File: config.mk
export PLATFORM = sky130hd
export DESIGN_NAME = mutex_requester
export DESIGN_NICKNAME = d
export VERILOG_FILES = /design/src/rtl/mutex_requester.sv
export SDC_FILE = /design/constraint.sdc
export NUM_CORES = 1
export LEC_CHECK = 0
export CAP_MARGIN = 20
export CORE_MARGIN = 10
export CORE_UTILIZATION = 25
export CTS_CLUSTER_DIAMETER = 80
export DETAILED_ROUTE_END_ITERATION = 8
export GPL_ROUTABILITY_DRIVEN = 0
export GPL_TIMING_DRIVEN = 0
export HOLD_SLACK_MARGIN = 0.03
export SKIP_CTS_REPAIR_TIMING = 1
export SLEW_MARGIN = 0
export SYNTH_ARGS = -nofsm -noshare
export SYNTH_HDL_FRONTEND = slang
export SYNTH_SLANG_ARGS = --single-unit
File: constraint.sdc
create_clock -name clk -period 2.75 [get_ports clk]
set_input_delay 0.275 -clock clk [delete_from_list [all_inputs] [get_ports clk]]
set_output_delay 0.275 -clock clk [all_outputs]
set_load 0.1 [all_outputs]
File: src/rtl/mutex_requester.sv
// Requester side of a four-phase req/gnt mutex handshake: synchronizes the
// asynchronous grant, holds the critical section for a programmed count, and
// gives up with a timeout pulse if the grant never arrives.
module mutex_requester #(
  parameter int HOLD_W      = 8,
  parameter int TO_W        = 8,
  parameter int SYNC_STAGES = 2
) (
  input  logic              clk,
  input  logic              rst,
  input  logic              start,
  input  logic [HOLD_W-1:0] hold_cycles,
  input  logic [TO_W-1:0]   to_limit,
  output logic              req,
  input  logic              gnt,
  output logic              busy,
  output logic              in_cs,
  output logic              done,
  output logic              timeout
);

  localparam int SYNC_N = (SYNC_STAGES < 2) ? 2 : SYNC_STAGES;

  typedef enum logic [2:0] {S_IDLE, S_REQ, S_HOLD, S_REL, S_FIN} state_t;

  state_t            r_state;
  logic [SYNC_N-1:0] r_sync;
  logic [HOLD_W-1:0] r_hold_lim;
  logic [HOLD_W-1:0] r_hold;
  logic [TO_W-1:0]   r_to_lim;
  logic [TO_W-1:0]   r_wait;
  logic              r_to_flag;
  logic              r_req;
  logic              r_busy;
  logic              r_in_cs;
  logic              r_done;
  logic              r_timeout;

  logic              w_gnt_s;
  logic              w_wait_hit;
  logic [TO_W-1:0]   w_wait_inc;
  logic [HOLD_W-1:0] w_hold_load;

  always_ff @(posedge clk) begin
    if (rst) r_sync <= '0;
    else     r_sync <= {r_sync[SYNC_N-2:0], gnt};
  end

  assign w_gnt_s     = r_sync[SYNC_N-1];
  // wait counter starts at 1 on entry, so a limit of N gives N cycles in REQ
  assign w_wait_hit  = (r_to_lim != '0) && (r_wait == r_to_lim);
  assign w_wait_inc  = (r_wait == '1) ? r_wait : r_wait + TO_W'(1);
  // the count runs down to 0 inclusive, so load one less; 0 still yields one cycle
  assign w_hold_load = (r_hold_lim == '0) ? '0 : r_hold_lim - HOLD_W'(1);

  always_ff @(posedge clk) begin
    if (rst) begin
      r_state    <= S_IDLE;
      r_hold_lim <= '0;
      r_hold     <= '0;
      r_to_lim   <= '0;
      r_wait     <= '0;
      r_to_flag  <= 1'b0;
      r_req      <= 1'b0;
      r_busy     <= 1'b0;
      r_in_cs    <= 1'b0;
      r_done     <= 1'b0;
      r_timeout  <= 1'b0;
    end else begin
      r_done    <= 1'b0;
      r_timeout <= 1'b0;
      case (r_state)
        S_IDLE: begin
          if (start) begin
            r_state    <= S_REQ;
            r_hold_lim <= hold_cycles;
            r_to_lim   <= to_limit;
            r_wait     <= TO_W'(1);
            r_req      <= 1'b1;
            r_busy     <= 1'b1;
          end
        end
        S_REQ: begin
          if (w_gnt_s) begin
            r_state <= S_HOLD;
            r_hold  <= w_hold_load;
            r_in_cs <= 1'b1;
          end else if (w_wait_hit) begin
            r_state   <= S_REL;
            r_to_flag <= 1'b1;
            r_req     <= 1'b0;
          end else begin
            r_wait <= w_wait_inc;
          end
        end
        // grant is deliberately not looked at here: a premature drop must not
        // cut the critical section short
        S_HOLD: begin
          if (r_hold == '0) begin
            r_state <= S_REL;
            r_req   <= 1'b0;
            r_in_cs <= 1'b0;
          end else begin
            r_hold <= r_hold - HOLD_W'(1);
          end
        end
        S_REL: begin
          if (!w_gnt_s) begin
            r_state   <= S_FIN;
            r_done    <= 1'b1;
            r_timeout <= r_to_flag;
          end
        end
        S_FIN: begin
          r_state   <= S_IDLE;
          r_busy    <= 1'b0;
          r_to_flag <= 1'b0;
          r_wait    <= '0;
          r_hold    <= '0;
        end
        default: begin
          r_state <= S_IDLE;
          r_req   <= 1'b0;
          r_busy  <= 1'b0;
          r_in_cs <= 1'b0;
        end
      endcase
    end
  end

  assign req     = r_req;
  assign busy    = r_busy;
  assign in_cs   = r_in_cs;
  assign done    = r_done;
  assign timeout = r_timeout;

endmodule

## Word level (Yosys, flattened, before mapping)

Index checks and enable logic that the tools add are counted.

- Add/subtract/negate cells: 3
- $mul: 0
- Div/mod/pow operators: 0
- Order comparisons: 0
- Equal/unequal tests: 16
- Shift-type cells: 0
- Multiplexer cells: 27
- Bitwise logic cells: 4
- Reduce and logical (&&, ||, !) cells: 21

Operator list:

| kind | number |
|---|---|
| 2-to-1 mux 8 bit | 7 |
| case mux 8 bit (3 select lines) | 2 |
| inequality test 2 bit (second input constant) | 9 |
| zero test 8 bit | 2 |
| subtractor 8 x 1 -> 8 bit (second input constant) | 2 |
| 2-to-1 mux 3 bit | 5 |
| case mux 3 bit (4 select lines) | 1 |
| AND reduction 5 bit | 2 |
| AND reduction 3 bit | 3 |
| OR reduction 3 bit | 3 |
| adder 8 x 1 -> 8 bit (second input constant) | 1 |
| equality test 8 bit | 1 |
| equality test 8 bit (second input constant) | 1 |
| 2-to-1 mux 1 bit | 8 |
| nonzero test 8 bit | 1 |
| equality test 3 x 2 -> 1 bit (second input constant) | 2 |
| nonzero test 3 bit | 2 |
| NOT 1 bit | 4 |
| case mux 1 bit (2 select lines) | 2 |
| case mux 1 bit (4 select lines) | 1 |
| AND reduction 2 bit | 2 |
| AND reduction 4 bit | 1 |
| OR reduction 2 bit | 2 |
| equality test 3 x 1 -> 1 bit (second input constant) | 1 |
| 6 further kinds | 6 |

- Register bits after elaboration: 43
- Bits in latches: 0
- Bits in writable memories: 0
- Bits in read-only memories: 0
- Input port bits: 20
- Output and inout port bits: 5
- Word-level logic and storage cells: 83
- Memories: 0

## Depth between registers and ports, before layout

- Word-level depth: 5
- Mapped depth: 7
- Gate-level depth less buffers: 7

## Worst setup path before layout

OpenSTA, ideal clock, no wires.

- Path kind: reg2reg
- Start: register r_wait[0]
- End: register r_wait[7]
- Setup time: 0.092 ns
- Data arrival time: 1.803 ns
- Required time: 2.658 ns
- Setup slack: 0.854 ns
- Cell stages (with the launch flop): 8
- Path buffers: 1
- Clock period less this slack: 1.896 ns
- Cell sequence: dfxtp_1 > ha_1 > and3_4 > and3_4 > or3_1 > or2_0 > buf_2 > o32ai_1

- Longest elaborated chain between the ends: 5
- Elaborated cells on any way between the ends: 11
- Those cells by class: add/sub (1); eq/ne (4); mux (4); reduce/logical (2)

Ends and longest elaborated chain:

| element | line | text |
|---|---|---|
| start, declared | 31 | `logic [TO_W-1:0] r_wait;` |
| start signal, assigned | 93 | `r_wait <= w_wait_inc;` |
| adder 8 x 1 -> 8 bit | 52 | `assign w_wait_inc = (r_wait == '1) ? r_wait : r_wait + TO_W'(1);` |
| 2-to-1 mux 8 bit | 52 |  |
| 2-to-1 mux 8 bit | 88 | `end else if (w_wait_hit) begin` |
| 2-to-1 mux 8 bit | 84 | `if (w_gnt_s) begin` |
| case mux 8 bit (3 select lines) | 72 | `case (r_state)` |

Several ways; a longest one is shown, not always the timed one. The select of a mux whose other input is x is not followed.
A chain may end at the register's enable or synchronous reset.

## Worst setup path in the final report

- Start: register r_in_cs, in the netlist in_cs
- End: output in_cs

RTL lines:

| element | line | text |
|---|---|---|
| start, declared | 35 | `logic r_in_cs;` |
| start signal, assigned | 66 | `r_in_cs <= 1'b0;` |
| start signal, assigned | 87 | `r_in_cs <= 1'b1;` |
| start signal, assigned | 102 | `r_in_cs <= 1'b0;` |
| end, declared | 17 | `output logic in_cs,` |

No word-level cell between the ends.

==> summary.md <==
| Metric | Value |
|---|---|
| Pwr/cell area | `670 nW/µm²` |
| Syn Nets | `302` |
| Initial DRC Count | `112` |
| Synth Area in XOR/XNOR | `0.0614` |
| Die boundary height | `116 µm` |
| Final Cycle Share | `0.771` |
| Mapped Cells | `278` |
| CTS buffer count | `5` |
| Peak VDD IR | `248 µV` |
| First-pass DRT Iterations | `5` |
| Final WS setup | `0.629 ns` |
| Combinational group share of total power | `0.363` |
| Post-synthesis simple-gate area fraction | `0.294` |
| FF+latch count, synth | `43` |
| Rows | `34` |
| Sequential share of the synthesized area | `0.377` |
| Diode count | `0` |
| Ports | `25` |
| CP bufs+invs | `1` |
| Dpl ws | `0.677 ns` |
| Sequential power share | `0.418` |
| Post-DP HPWL | `4200 µm` |
| Max Slew Vio Count | `0` |
| # setup viols final | `0` |
| Area grow syn2layout | `19.7%` |
| Crit Path Max Fanout | `3` |
| Crit start category | `flop` |
| Share of layout cells above drive strength 1 | `0.0971` |
| Async set or reset register ratio after synthesis | `0` |
| Main combinational cell family by area after synthesis | `simple AND/OR/NAND/NOR gates` |
| Syn avg cell area | `8.20 µm²` |
| Port bufs | `23` |
| Routed WL | `5570 µm` |
| Final-report hold violation count | `0` |
| Post-synthesis adder-cell area fraction | `0.0219` |
| Initial antenna violation count | `0` |
| Largest net degree at the start of global routing | `14` |
| Vias | `2,043` |
| Die width | `116 µm` |
| Clk pin slew, worst setup/hold paths | `0.09 ns` |
| Worst EP arrival | `1.85 ns` |
| Root buffer cell | `clkbuf_8` |
| Synth area leaders | `dfxtp_1 (38%), nand2_1 (6.7%), a21oi_1 (6.4%)` |
| Remaining antenna violation count | `0` |
| Switching Share | `0.377` |
| Status | `complete, no violations` |
| Critical path, cell by cell | `clkdlybuf4s50_1` |
| Vias/cell | `4.90` |
| Crit-path slowest cell | `clkdlybuf4s50_1` |
| Clock period minus worst slack | `2.12 ns` |
| RSZ-0062 raised after global routing | `false` |
| CP max stage delay | `1.16 ns` |
| Initial Util | `0.259` |
| Switching power | `690 µW` |
| Max-Cap Viols | `0` |
| Delay-heaviest family, CP | `buffers and inverters` |
| Cell taking the most area after synthesis | `dfxtp_1` |
| CTS tree | `yes` |
| Hold Path Class | `in -> reg` |
| Number of H-tree levels | `2` |
| Relative slew margins | `0.343` |
| Vias in the first global route | `2,044` |
| Post-route DRC | `0` |
| Cell Area, Synth | `2280 µm²` |
| Leakage power of the design | `0.964 nW` |
| Core Area | `8810 µm²` |
| Mux contribution to synthesized area | `0.00933` |
| Syn. warnings | `0` |
| Required @ worst endpoint | `2.48 ns` |
| Synth Area in Compound Gates | `0.196` |
| Number of synthesized flops with an enable pin | `0` |
| Global-route wire length before repair | `9800 µm` |
| Yosys cell types | `52` |
| Post-synth top flop | `dfxtp_1` |
| Clk_skew | `0.0112 ns` |
| Fin Setup TNS | `0 ns` |
| FILL cells | `939` |
| Die ar. | `13,300 µm²` |
| Crit. End Element | `primary output` |
| Grt ovf | `0` |
| Clk sinks | `43` |
| Worst-skew pair later-pin latency | `0.30 ns` |
| Internal Power | `1.14 mW` |
| WS Path Type | `reg -> out` |
| Final nets | `332` |
| CTS max path bufs | `2` |
| Average wire per standard cell | `13.4 µm` |
| Post-synth top area share | `0.377` |
| Worst-Margin Slew | `0.983 ns` |
| GRT Total Usage | `0.0893` |
| Peak Freq | `0.472 GHz` |
| Clock power frac | `0.219` |
## cells in the mapped netlist (2+ instances only)
library cell	count
and3_1	5
nor2_1	18
nor3_1	5
xor2_1	5
nand4b_1	2
nor2b_1	3
a211oi_1	3
o32ai_1	3
nor4_1	3
and3_4	2
o22ai_1	6
or2_2	3
clkbuf_1	9
or3_1	2
o2bb2ai_1	2
nand3_1	9
nor3b_1	4
a21oi_1	29
o211ai_1	4
xnor2_1	11
inv_1	7
o21bai_1	2
nand2_1	41
or3b_2	4
buf_4	2
o21ai_0	10
ha_1	4
nand3b_1	3
o31ai_1	3
nand2b_1	6
or4_1	4
a21oi_2	2
dfxtp_1	43
## sequential cells by signal (all words and copies together) (netlist names), 2 cells and up
signal      flops
r_to_lim        8
r_wait          8
r_state         3
r_hold          8
r_sync          2
r_hold_lim      8
## area by class of cell
class / count / area (µm²) / area share
repair buffers: 23 / 230 / 0.0843
flip-flops and latches: 43 / 861 / 0.315
plain buffers: 13 / 65.1 / 0.0238
multi-input cells: 215 / 1330 / 0.486
inverters: 7 / 26.3 / 0.00962
clock inverters: 2 / 12.5 / 0.00458
well taps: 108 / 135 / 0.0495
clock buffers: 6 / 72.6 / 0.0266
## logic make-up after synthesis
family | count (synthesis)
adders and majority gates | 4
muxes | 2
xor gates and xnor gates | 16
DFF | 43
AOI/OAI and AO/OA | 71
and+or+nand+nor | 122
buffers and inverters | 20
## stage by stage
step                hold WS (ns)  instances  total power [mW]  area (µm²)  utilization
floorplan                  0.403        278              1.27        2280            -
finish                     0.280        417              1.83        2730        0.310
global placement           0.436        409              1.43        2650        0.301
global route               0.302        417              1.97        2730        0.310
detailed placement         0.448        409              1.44        2650        0.301
CTS                        0.269        417              1.85        2730        0.310
## layer usage
| metal | track usage | wire length, µm | share of wire |
|---|---|---|---|
| met1 | 0.114 | 2760 | 0.50 |
| met2 | 0.142 | 2450 | 0.44 |
| met3 | 0.0227 | 265 | 0.048 |
| met4 | 0.0338 | 91 | 0.016 |
| met5 | 0 | 0 | 0 |
## cells in the final DEF, fill, tap and decap left out, drive strengths merged, types with 5 or more instances in the layout
| cell type | n |
|---|---|
| nor3 | 5 |
| nand2b | 6 |
| a21oi | 31 |
| xor2 | 5 |
| inv | 7 |
| and3 | 7 |
| xnor2 | 11 |
| nor4 | 5 |
| o21ai | 11 |
| nor3b | 5 |
| dfxtp | 43 |
| clkdlybuf4s50 | 23 |
| nand2 | 42 |
| nand3 | 9 |
| o22ai | 7 |
| nor2 | 18 |
| clkbuf | 15 |
## worst paths after layout
| path | startpoint | end | slack, ns | depth (start not counted) |
|---|---|---|---|---|
| worst max-delay path | in_cs | in_cs | 0.63 | 1 |
| worst min-delay path | rst | req | 0.28 | 4 |
| worst max register to register | r_wait[0] | r_wait[7] | 0.67 | 7 |
| worst min register to register | r_sync[0] | r_sync[1] | 0.46 | 1 |
## power groups by stage
stage / clock, mW / combinational [mW] / sequential [mW]
2_1_floorplan: 0 / 0.463 / 0.809
3_3_place_gp: 0 / 0.656 / 0.776
3_5_place_dp: 0 / 0.663 / 0.778
4_1_cts: 0.417 / 0.667 / 0.764
5_1_grt: 0.445 / 0.748 / 0.775
6_report: 0.401 / 0.665 / 0.765
No activity file was read; power rests on OpenSTA's default activity.
